$ cat src/rtl/fetch_pkg.sv
// Shared definitions for the instruction fetch stage: default reset PC, NOP
// encoding and the queue entry layout (instruction word above its PC).
package fetch_pkg;

  localparam int unsigned PC_W   = 32;
  localparam int unsigned INST_W = 32;

  localparam logic [INST_W-1:0] DEFAULT_NOP_INST = 32'h3400_0000;
  localparam logic [PC_W-1:0]   DEFAULT_RESET_PC = '0;

  typedef struct packed {
    logic [INST_W-1:0] inst;
    logic [PC_W-1:0]   pc;
  } fetch_entry_t;

endpackage

$ cat src/rtl/fetch_fifo.sv
// Synchronous DEPTH-entry FIFO with flush and occupancy count; only the
// pointers and count are reset, the storage array is not.
module fetch_fifo #(
  parameter int DEPTH = 4,
  parameter int WIDTH = 64
) (
  input  logic                   clk,
  input  logic                   rst_n,
  input  logic                   flush_i,
  input  logic                   push_i,
  input  logic                   pop_i,
  input  logic [WIDTH-1:0]       wdata_i,
  output logic [WIDTH-1:0]       head_o,
  output logic [$clog2(DEPTH):0] count_o
);

  localparam int AW = $clog2(DEPTH);

  logic [WIDTH-1:0] mem [DEPTH];
  logic [AW-1:0]    rd_q, rd_d, wr_q, wr_d;
  logic [AW:0]      cnt_q, cnt_d;

  always_comb begin
    rd_d  = rd_q;
    wr_d  = wr_q;
    cnt_d = cnt_q;
    if (flush_i) begin
      rd_d  = '0;
      wr_d  = '0;
      cnt_d = '0;
    end else begin
      if (push_i) wr_d = wr_q + 1'b1;
      if (pop_i)  rd_d = rd_q + 1'b1;
      case ({push_i, pop_i})
        2'b10:   cnt_d = cnt_q + 1'b1;
        2'b01:   cnt_d = cnt_q - 1'b1;
        default: cnt_d = cnt_q;
      endcase
    end
  end

  always_ff @(posedge clk or negedge rst_n) begin
    if (!rst_n) begin
      rd_q  <= '0;
      wr_q  <= '0;
      cnt_q <= '0;
    end else begin
      rd_q  <= rd_d;
      wr_q  <= wr_d;
      cnt_q <= cnt_d;
    end
  end

  always_ff @(posedge clk) begin
    if (push_i && !flush_i) mem[wr_q] <= wdata_i;
  end

  assign head_o  = mem[rd_q];
  assign count_o = cnt_q;

endmodule

$ cat src/rtl/fetch_queue.sv
// Instruction fetch stage: PC sequencer issuing one ROM read per cycle under
// credit, with returned words queued for decode and redirect flushing.
module fetch_queue
  import fetch_pkg::*;
#(
  parameter int                     PC_WIDTH       = 32,
  parameter int                     INST_WIDTH     = 32,
  parameter int                     ROM_ADDR_WIDTH = 10,
  parameter int                     DEPTH          = 4,
  parameter logic [PC_WIDTH-1:0]    RESET_PC       = PC_WIDTH'(DEFAULT_RESET_PC),
  parameter logic [INST_WIDTH-1:0]  NOP_INST       = INST_WIDTH'(DEFAULT_NOP_INST)
) (
  input  logic                      clk,
  input  logic                      reset,
  input  logic                      redirect_in,
  input  logic [PC_WIDTH-1:0]       redirect_pc_in,
  input  logic                      stall_in,
  output logic [ROM_ADDR_WIDTH-1:0] imem_addr_out,
  output logic                      imem_req_out,
  input  logic [INST_WIDTH-1:0]     imem_data_in,
  output logic [INST_WIDTH-1:0]     instruction_out,
  output logic [PC_WIDTH-1:0]       pc_out,
  output logic [PC_WIDTH-1:0]       pc_seq_out,
  output logic                      valid_out,
  output logic [$clog2(DEPTH):0]    count_out
);

  localparam int CW = $clog2(DEPTH) + 1;

  logic [PC_WIDTH-1:0]            fetch_pc_q, fetch_pc_d;
  logic [PC_WIDTH-1:0]            inflight_pc_q, inflight_pc_d;
  logic                           inflight_q, inflight_d;
  logic [CW-1:0]                  count;
  logic [CW:0]                    used;
  logic                           issue, push, pop;
  logic [INST_WIDTH+PC_WIDTH-1:0] head;
  logic [INST_WIDTH-1:0]          head_inst;
  logic [PC_WIDTH-1:0]            head_pc;

  // An in-flight read already owns a queue slot, so the push it produces
  // can never find the queue full.
  assign used  = {1'b0, count} + {{(CW){1'b0}}, inflight_q};
  assign issue = reset && !redirect_in && (used < (CW+1)'(DEPTH));
  assign push  = inflight_q && !redirect_in;
  assign pop   = valid_out && !stall_in;

  always_comb begin
    fetch_pc_d    = fetch_pc_q;
    inflight_pc_d = inflight_pc_q;
    inflight_d    = issue;
    if (redirect_in) begin
      fetch_pc_d = redirect_pc_in & ~PC_WIDTH'(3);
    end else if (issue) begin
      fetch_pc_d    = fetch_pc_q + PC_WIDTH'(4);
      inflight_pc_d = fetch_pc_q;
    end
  end

  always_ff @(posedge clk or negedge reset) begin
    if (!reset) begin
      fetch_pc_q <= RESET_PC;
      inflight_q <= 1'b0;
    end else begin
      fetch_pc_q <= fetch_pc_d;
      inflight_q <= inflight_d;
    end
  end

  always_ff @(posedge clk) begin
    inflight_pc_q <= inflight_pc_d;
  end

  fetch_fifo #(
    .DEPTH (DEPTH),
    .WIDTH (INST_WIDTH + PC_WIDTH)
  ) u_fifo (
    .clk     (clk),
    .rst_n   (reset),
    .flush_i (redirect_in),
    .push_i  (push),
    .pop_i   (pop),
    .wdata_i ({imem_data_in, inflight_pc_q}),
    .head_o  (head),
    .count_o (count)
  );

  assign {head_inst, head_pc} = head;

  // The redirect cycle hides the head so decode never consumes a stale word.
  assign valid_out       = (count != '0) && !redirect_in;
  assign instruction_out = valid_out ? head_inst : NOP_INST;
  assign pc_out          = valid_out ? head_pc : '0;
  assign pc_seq_out      = pc_out + PC_WIDTH'(4);
  assign count_out       = count;
  assign imem_req_out    = issue;
  assign imem_addr_out   = fetch_pc_q[ROM_ADDR_WIDTH+1:2];

endmodule

$ cat config.mk
export PLATFORM = sky130hd
export DESIGN_NAME = fetch_queue
export DESIGN_NICKNAME = d
export VERILOG_FILES = /design/src/rtl/fetch_pkg.sv /design/src/rtl/fetch_fifo.sv /design/src/rtl/fetch_queue.sv
export SDC_FILE = /design/constraint.sdc
export NUM_CORES = 1
export LEC_CHECK = 0
export CAP_MARGIN = 40
export CORE_ASPECT_RATIO = 1.25
export CORE_MARGIN = 3
export CORE_UTILIZATION = 50
export CTS_CLUSTER_SIZE = 30
export DETAILED_ROUTE_END_ITERATION = 8
export PLACE_DENSITY_LB_ADDON = 0.08
export RECOVER_POWER = 100
export REMOVE_ABC_BUFFERS = 1
export SLEW_MARGIN = 20
export SYNTH_ARGS = -nofsm -noshare
export SYNTH_HDL_FRONTEND = slang
export SYNTH_SLANG_ARGS = --single-unit
$ cat constraint.sdc
create_clock -name clk -period 5.5 [get_ports clk]
set_input_delay 0.825 -clock clk [delete_from_list [all_inputs] [get_ports clk]]
set_output_delay 0.825 -clock clk [all_outputs]
set_load 0.05 [all_outputs]
# After elaboration in Yosys (flattened, before gate mapping)

Memories as Yosys holds them, arrays and structs flattened.
Cells that the tools add are included.

Output and inout bits: 111
Memory bits (writable): 256
Logic and storage cells: 44
Input port bits: 68
Register bits: 72
Memories: 1

Multiplexer cells: 12
Equality and inequality tests: 2
Add/sub/neg operators: 7
$lt $le $gt $ge: 1
Reductions and logical operators: 14
Bitwise operators: 1

Memories:

| memory     | words | bits a word | read ports | clocked after Yosys merged registers in | wr ports | RTL line         | source |
|---|---|---|---|---|---|---|---|
| u_fifo.mem | 4     | 64          | 1          | 0                                       | 1        | fetch_fifo.sv:19 | `logic [WIDTH-1:0] mem [DEPTH];` |

Operator list:

| operator                                                                      | count |
|---|---|
| 32-bit 2-to-1 mux                                                             | 4 |
| 32-bit by 3-bit adder with 32-bit output (second input constant)              | 2 |
| 2-bit 2-to-1 mux                                                              | 4 |
| 1-bit logical AND                                                             | 6 |
| 3-bit one-hot mux with 2 select lines                                         | 1 |
| 2-bit nonzero test                                                            | 3 |
| 3-bit nonzero test                                                            | 2 |
| 2-bit by 1-bit adder with 2-bit output (second input constant)                | 2 |
| 3-bit by 1-bit adder with 4-bit output                                        | 1 |
| 4-bit by 3-bit less-than comparator with 1-bit output (second input constant) | 1 |
| 3-bit by 1-bit adder with 3-bit output (second input constant)                | 1 |
| 3-bit 2-to-1 mux                                                              | 1 |
| 3-bit by 1-bit subtractor with 3-bit output (second input constant)           | 1 |
| 2-bit by 1-bit == test with 1-bit output (second input constant)              | 1 |
| 2-bit == test (second input constant)                                         | 1 |
| 1-bit logical NOT                                                             | 2 |
| 1-bit 2-to-1 mux                                                              | 2 |
| 2-bit AND reduction                                                           | 1 |
| 1-bit inverter                                                                | 1 |

# Depth between registers and ports, before layout

Gate-level depths: netlist of the first run.

Depth after elaboration: 6
Mapped depth: 11

# By module

A second synthesis of the first run with hierarchy kept.

Cell total of the unflattened synthesis: 828
Area, all modules: 13787.0 um^2

Modules (own cells, without submodules):

| module      | area an instance (um^2) | times used | seq. area each (um^2) | cells an instance |
|---|---|---|---|---|
| fetch_fifo  | 9656.8                  | 1          | 7862.5                | 375 |
| fetch_queue | 4130.2                  | 1          | 1676.6                | 453 |

# Least setup slack after synthesis of the first run

No wires, ideal clock.

Path type: reg2out
Start point: register u_fifo.cnt_q[0], in the netlist u_fifo.count_o[0]
End point: output port pc_seq_out[22]
Path slack: 0.503 ns
Path buffers: 4
Cell stages (with the launch flop): 12
Required time: 4.675 ns
Data arrival time: 4.172 ns
Path through: dfrtp_1 > or3_1 > clkbuf_1 > clkbuf_1 > clkbuf_1 > and3_1 > ha_1 > nand4_4 > or4_4 > buf_6 > nor3_2 > xor2_1

Word-level cells in the longest chain between the ends: 4

RTL lines:

| element                                  | RTL line          | source |
|---|---|---|
| start: declaration                       | fetch_fifo.sv:21  | `logic [AW:0] cnt_q, cnt_d;` |
| start signal: assignment                 | fetch_fifo.sv:50  | `cnt_q <= cnt_d;` |
| 3-bit nonzero test                       | fetch_queue.sv:90 | `assign valid_out = (count != '0) && !redirect_in;` |
| 1-bit logical AND                        | fetch_queue.sv:90 |  |
| 32-bit 2-to-1 mux                        | fetch_queue.sv:92 | `assign pc_out = valid_out ? head_pc : '0;` |
| via pc_out[2]                            | fetch_queue.sv:22 | `output logic [PC_WIDTH-1:0] pc_out,` |
| 32-bit by 3-bit adder with 32-bit output | fetch_queue.sv:93 | `assign pc_seq_out = pc_out + PC_WIDTH'(4);` |
| end: declaration                         | fetch_queue.sv:23 | `output logic [PC_WIDTH-1:0] pc_seq_out,` |

The timed path passes the listed nets, and every way through them passes these cells.

# Worst setup path in the final report of the first run

Start point: register u_fifo.cnt_q[0], in the netlist u_fifo.count_o[0]
End point: output port pc_seq_out[28]

Word-level cells in the longest chain between the ends: 4

RTL lines:

| element                                  | RTL line |
|---|---|
| 3-bit nonzero test                       | fetch_queue.sv:90 |
| 1-bit logical AND                        | fetch_queue.sv:90 |
| 32-bit 2-to-1 mux                        | fetch_queue.sv:92 |
| 32-bit by 3-bit adder with 32-bit output | fetch_queue.sv:93 |

No other way between the ends.

==> results of run 1 <==
==> metal layers <==
| layer | part of all wire | up-vias |
|---|---|---|
| met5 | 0 | - |
| met4 | 0.024 | 0 |
| met3 | 0.053 | 49 |
| met2 | 0.52 | 282 |
| met1 | 0.40 | 3916 |
| li1 | - | 3505 |
==> final cells by class <==
cell class,instances,area [um^2]
flip-flops and latches,316,9300
diodes,2,5.00
well taps,340,425
repair buffers,193,1710
inverters,19,71.3
clock inverters,21,282
clock buffers,35,791
multi-input cells,415,3580
fillers,1982,9930
==> power by group through the flow <==
stage          registers [mW]  clock network, mW  logic [mW]
6_report                 2.90               2.20        2.04
4_1_cts                  2.90               2.24        2.29
3_3_place_gp             2.94                  0        2.23
2_1_floorplan            3.02                  0        1.34
3_5_place_dp             2.95                  0        2.29
5_1_grt                  2.92               2.33        2.16
==> cell usage in the layout (no fill, tap or decap), drive strengths merged, types with 9 or more instances in the layout <==
| cell type | count |
|---|---|
| and3 | 61 |
| buf | 16 |
| nor3 | 13 |
| nand4 | 11 |
| mux4 | 62 |
| xnor2 | 17 |
| nor2 | 26 |
| nand3 | 31 |
| xor2 | 13 |
| dfrtp | 38 |
| a21oi | 9 |
| clkbuf | 84 |
| dlygate4sd3 | 94 |
| clkinv | 12 |
| nand2 | 58 |
| a221o | 9 |
| edfxtp | 278 |
| inv | 18 |
| clkdlybuf4s50 | 34 |
| o21ai | 30 |
==> logic make-up after synthesis <==
| group | count (synthesis) | share of synthesized area |
|---|---|---|
| DFF | 316 | 0.700 |
| muxes | 65 | 0.109 |
| AOI/OAI and AO/OA | 78 | 0.0392 |
| buffers and inverters | 79 | 0.0300 |
| xor gates and xnor gates | 30 | 0.0198 |
| other | 1 | 0.000282 |
| and+or+nand+nor | 231 | 0.0950 |
| adders and majority gates | 7 | 0.00716 |
==> worst max-delay path: stages, from the launching register on <==
cell and delay [ns]:
dfrtp_1 0.49, or3_1 0.90, and3_1 0.33, ha_1 0.28, nand4_4 0.20, or4_1 0.68, nor3_1 0.28, xor2_1 0.27
buf_12 0.18
==> metrics by stage <==
step	total power [mW]	cell area [um^2]
2_1_floorplan	4.36	13000
3_3_place_gp	5.17	15500
3_5_place_dp	5.24	15600
4_1_cts	7.44	16700
5_1_grt	7.42	16200
6_report	7.14	16200
==> registers in the layout, summed over array words and instances (netlist names) <==
register / count
inflight_pc_q: 30
u_fifo.wr_q: 2
u_fifo.rd_q: 2
u_fifo.mem: 248
u_fifo.count_o: 3
fetch_pc_q: 30
inflight_q: 1
==> path summary, 6_finish.rpt <==
kind	from	endpoint	slack (ns)	cells past startpoint
max	u_fifo.count_o[0]$_DFFE_PN0P_	pc_seq_out[28]	0.52	8
min	fetch_pc_q[31]$_DFFE_PN0P_	inflight_pc_q[31]$_DFFE_PP_	0.50	0
max reg2reg	inflight_q$_DFF_PN0_	u_fifo.mem[3][47]$_DFFE_PP_	1.85	4
min reg2reg	fetch_pc_q[31]$_DFFE_PN0P_	inflight_pc_q[31]$_DFFE_PP_	0.50	0
max in group asynchronous	reset	u_fifo.rd_q[0]$_DFFE_PN0P_	2.91	2
min in group asynchronous	reset	fetch_pc_q[24]$_DFFE_PN0P_	1.14	2
==> summary.txt, run 1 <==
Power and ir drop
  • Net Sw Power: 2.32 mW
  • Peak supply drop: 0.250 mV
  • Sw Share: 0.324
  • Clock power frac: 0.308
  • Reg power frac: 0.406
  • Leak: 5.75 nW
  • Pint: 4.83 mW
  • Comb pwr share: 0.286
  • Power per cell area: 442 nW/um^2

Timing
  • Final setup vio count: 0
  • Max Freq: 0.201 GHz
  • Fin crit share: 0.906
  • Setup ws final: 0.518 ns
  • Final Skew: 0.00857 ns
  • Slew Limit Headroom: -0.405
  • Final hold slack: 0.498 ns
  • RSZ-0062 raised after global routing: false
  • Slew @ Worst Pin: 2.11 ns
  • Period minus WS final: 4.98 ns
  • Final Max Tran Viols: 140
  • Fin. Hold Viols: 0
  • Final TNS setup: 0 ns

Yosys
  • Mapped Area: 13300 um^2
  • Register area share after synthesis: 0.700
  • Distinct cells, synth: 53
  • EDFF count, synth: 278
  • Leading cell types by count after synthesis: edfxtp_1 (278), and3_1 (60), mux4_2 (58), nand2_1 (58), dfrtp_1 (38)
  • Mean Syn Cell Area: 16.5 um^2
  • Area leader, netlist: edfxtp_1
  • Synth warn: 0
  • Most numerous cell in the Yosys netlist: edfxtp_1
  • Syn Inst Count: 807
  • Post-synthesis register bit count: 316
  • Synth area leaders: edfxtp_1 (63%), mux4_2 (9.8%), dfrtp_1 (7.2%), and3_1 (2.8%), nand2_1 (1.6%)
  • Share of the synthesized area in the top cell type: 0.628
  • Top FF cell, synth: edfxtp_1
  • Synth async-reset ratio: 0.120

Global routing
  • Met3 Resource Use GR: 0.0250
  • Largest net degree at the start of global routing: 43
  • First-pass GRT wire length: 45100 um
  • Vias in the first global route: 8123
  • Grt total ovfl: 0
  • Gr usage total: 0.201
  • Initial antenna violation count: 2
  • GR Util met2: 0.356
  • GRT Max-Usage Layer: met2
  • Met1 usage: 0.265

Setup path
  • CP Data Required Time: 4.68 ns
  • Worst setup SP type: flip-flop
  • Setup Crit Path Kind: flip-flop to output pin
  • CP endpoint kind: output pin
  • Worst path arrival time: 4.16 ns
  • CP Max Fanout: 28

CTS
  • CTS Root Cell: clkbuf_16
  • Post-CTS Repair Setup Buffers: 0
  • CTS tree: done
  • Clk sinks: 316
  • CTS clk-pin slew, worst paths: 0.06 ns
  • Post-CTS sizing: 0
  • Worst-Skew Late Latency: 0.54 ns
  • H-tree depth: 1
  • Max Root-Sink Buffers: 3
  • CTS Buf Count: 30
  • Hold_buf cts: 0

Die
  • Core ar.: 26100 um^2
  • I/O Pins: 179
  • Die width: 152 um
  • Initial Utilization: 0.509
  • Die Ht: 188 um
  • Num rows: 66
  • Die area: 28600 um^2

Run status
  • Failing checks: max-capacitance violations, max-slew violations
  • Status: finished with violations

Final layout
  • Area Overhead vs Synth: 21.7%
  • Final Util: 0.620
  • Fin nets: 1050
  • Layout cells sized above 1: 0.135
  • Post-Layout Cell Count: 1341

Detailed routing
  • DR pass1 iterations: 5
  • Routed WL per cell: 21.4 um
  • Via Count: 7752
  • Via/cell ratio: 5.78
  • DRC viols: 0
  • Final WL: 28600 um
  • DR iter-0 viols: 516
  • DRT antenna net count: 0

Hold path
  • Min-Delay Path Class: flip-flop to flip-flop

Place
  • Placed Cells: 1283
  • Pre-CTS setup slack: 0.826 ns
  • RD Place Congestion: 0.869
  • Buffers on Ports: 172
  • DP HPWL: 19300 um

Flow run
  • Max_cap viols: 4
No activity file was read; power rests on OpenSTA's default activity.
==> run 2, diff against run 1 <==
--- a/config.mk
+++ b/config.mk
@@ -14,7 +14,6 @@
 export PLACE_DENSITY_LB_ADDON = 0.08
 export RECOVER_POWER = 100
 export REMOVE_ABC_BUFFERS = 1
-export SLEW_MARGIN = 20
 export SYNTH_ARGS = -nofsm -noshare
 export SYNTH_HDL_FRONTEND = slang
 export SYNTH_SLANG_ARGS = --single-unit
==> run 2 against run 1 <==
Net effect: the run still ends with max-capacitance violations, max-slew violations left; register-to-register slack got worse by 0.04 ns; setup slack got worse by 0.0054 ns; non-clock buffer count stayed put; via count shrank 0.57%; largest power group unchanged; global-route usage is essentially flat; critical endpoint unchanged; clock-buffer cell count up 2.
==> summary.txt, run 2 (synthesized netlist as in run 1, its figures left out) <==
Detailed routing
  • DRT antenna net count: 0 (unchanged)
  • Final WL: 28600 um (about the same)
  • DR iter-0 viols: 543 (+5.2%)
  • Via Count: 7708 (-0.57%)
  • DR pass1 iterations: 5 (unchanged)
  • DRC viols: 0 (unchanged)
  • Routed WL per cell: 21.4 um (+0.19%)
  • Via/cell ratio: 5.76 (-0.34%)

CTS
  • Clk sinks: 316 (unchanged)
  • CTS Buf Count: 29 (-3.3%)
  • H-tree depth: 1 (unchanged)
  • CTS Root Cell: clkbuf_16
  • Post-CTS sizing: 0 (unchanged)
  • CTS clk-pin slew, worst paths: 0.07 ns (about the same)
  • Max Root-Sink Buffers: 3 (unchanged)
  • Post-CTS Repair Setup Buffers: 0 (unchanged)
  • Hold_buf cts: 0 (unchanged)
  • CTS tree: done
  • Worst-Skew Late Latency: 0.54 ns (about the same)

Global routing
  • First-pass GRT wire length: 44700 um (-0.95%)
  • Gr usage total: 0.201 (-0.000381)
  • Largest net degree at the start of global routing: 43 (unchanged)
  • Initial antenna violation count: 1 (-1)
  • Grt total ovfl: 0 (unchanged)
  • Vias in the first global route: 8100 (-0.28%)

Final layout
  • Most frequent cells in the layout: edfxtp_1 (278), dlygate4sd3_1 (94), and3_1 (60), nand2_1 (58), mux4_2 (58)
  • Layout cells sized above 1: 0.136 (+0.000407)
  • Fin nets: 1049 (-0.095%)
  • Max reg flops: 248 (unchanged)
  • Area Overhead vs Synth: 21.4%
  • Post-Layout Cell Count: 1338 (-0.22%)
  • Regs by FF count: u_fifo.mem (248), fetch_pc_q (30), inflight_pc_q (30)
  • Commonest non-fill, non-tap cell in the layout: edfxtp_1
  • Top reg by flops: u_fifo.mem
  • Finished layout cell area: 16100 um^2 (-0.22%)

Run status
  • Status: finished with violations
  • Failing checks: max-capacitance violations, max-slew violations

Die
  • Initial Utilization: 0.509 (unchanged)
  • Core ar.: 26100 um^2 (unchanged)
  • Die width: 152 um (unchanged)
  • Num rows: 66 (unchanged)
  • I/O Pins: 179 (unchanged)
  • Die area: 28600 um^2 (unchanged)
  • Die Ht: 188 um (unchanged)

Power and ir drop
  • Peak supply drop: 0.272 mV (+8.7%)
  • Power per cell area: 437 nW/um^2 (-0.98%)
  • Leak: 5.74 nW (-0.17%)

Setup path
  • CP Max Fanout: 28 (unchanged)
  • Setup Crit Path Kind: flip-flop to output pin
  • CP Data Required Time: 4.68 ns (about the same)
  • Worst path arrival time: 4.16 ns (about the same)
  • Worst setup SP type: flip-flop
  • CP endpoint kind: output pin

Timing
  • Slew @ Worst Pin: 2.11 ns (+0.00665 ns)
  • Fin. Hold Viols: 0 (unchanged)
  • Final setup vio count: 0 (unchanged)
  • Final Max Tran Viols: 140 (unchanged)
  • Fin crit share: 0.907 (+0.000979)
  • Final Skew: 0.0111 ns (+0.00253 ns)
  • Period minus WS final: 4.99 ns (+0.00538 ns)
  • Slew Limit Headroom: -0.410 (-0.00443)
  • RSZ-0062 raised after global routing: false
  • Max Freq: 0.201 GHz (-0.11%)

Place
  • Placed Cells: 1283 (unchanged)
  • Buffers on Ports: 172 (unchanged)
  • Post-DP Area: 15600 um^2 (about the same)
  • RD Place Congestion: 0.869 (unchanged)
  • DP HPWL: 19300 um (-0.13%)

Flow run
  • Max_cap viols: 4 (unchanged)

Hold path
  • Min-Delay Path Class: flip-flop to flip-flop
[run 2: changes by cell type in the layout (fill, tap and decap cells not counted), sizes merged]
cell	delta
buf	+1
bufinv	-2
clkbuf	+1
clkinv	-2
clkinvlp	-1
[run 2: critical path, cell delays in order (launching register included)]
cell and delay (ns):
dfrtp_1 0.49, or3_1 0.91, and3_1 0.33, ha_1 0.27
nand4_4 0.20, or4_1 0.67, nor3_1 0.28, xor2_1 0.28
buf_12 0.18
[run 2: worst paths after layout]
kind | slack, ns | startpoint | depth (start not counted) | to
min in group asynchronous | 1.19 | reset | 2 | fetch_pc_q[27]$_DFFE_PN0P_
worst min register to register | 0.49 | fetch_pc_q[31]$_DFFE_PN0P_ | 0 | inflight_pc_q[31]$_DFFE_PP_
max in group asynchronous | 2.81 | reset | 2 | u_fifo.rd_q[0]$_DFFE_PN0P_
worst min-delay path | 0.49 | fetch_pc_q[31]$_DFFE_PN0P_ | 0 | inflight_pc_q[31]$_DFFE_PP_
worst max register to register | 1.81 | inflight_q$_DFF_PN0_ | 4 | u_fifo.mem[3][57]$_DFFE_PP_
worst max-delay path | 0.51 | u_fifo.count_o[0]$_DFFE_PN0P_ | 8 | pc_seq_out[28]
[run 2: area by class of cell]
cell class	instances	area (um^2)
clock inverters	16	213
clock buffers	37	808
inverters	19	71.3
diodes	2	5.00
flip-flops and latches	316	9300
multi-input cells	415	3580
fillers	2008	9960
repair buffers	193	1730
well taps	340	425
[run 2: layer usage]
layer	wire length [um]	vias to the layer above	GRT usage
met5	0	-	0
li1	-	3496	-
met2	15200	266	0.358
met3	1560	48	0.0253
met1	11300	3898	0.262
met4	610	0	0.0512
[run 2: power by group]
part	total (mW)	internal [mW]	switching [mW]
sequential	2.90	2.74	0.159
combinational	2.05	0.735	1.31
clock	2.11	1.27	0.835
total	7.06	4.75	2.31
[run 2: stage by stage]
step	power [mW]	utilization	hold slack, ns	worst slack, ns	TNS (ns)
6_report	7.06	0.618	0.490	0.512	0
5_1_grt	7.34	0.618	0.494	0.288	0
4_1_cts	7.35	0.638	0.482	0.675	0
3_5_place_dp	5.24	0.599	0.474	0.757	0
3_3_place_gp	5.17	0.595	0.469	0.887	0
2_1_floorplan	4.36	-	0.441	-0.935	-11.62
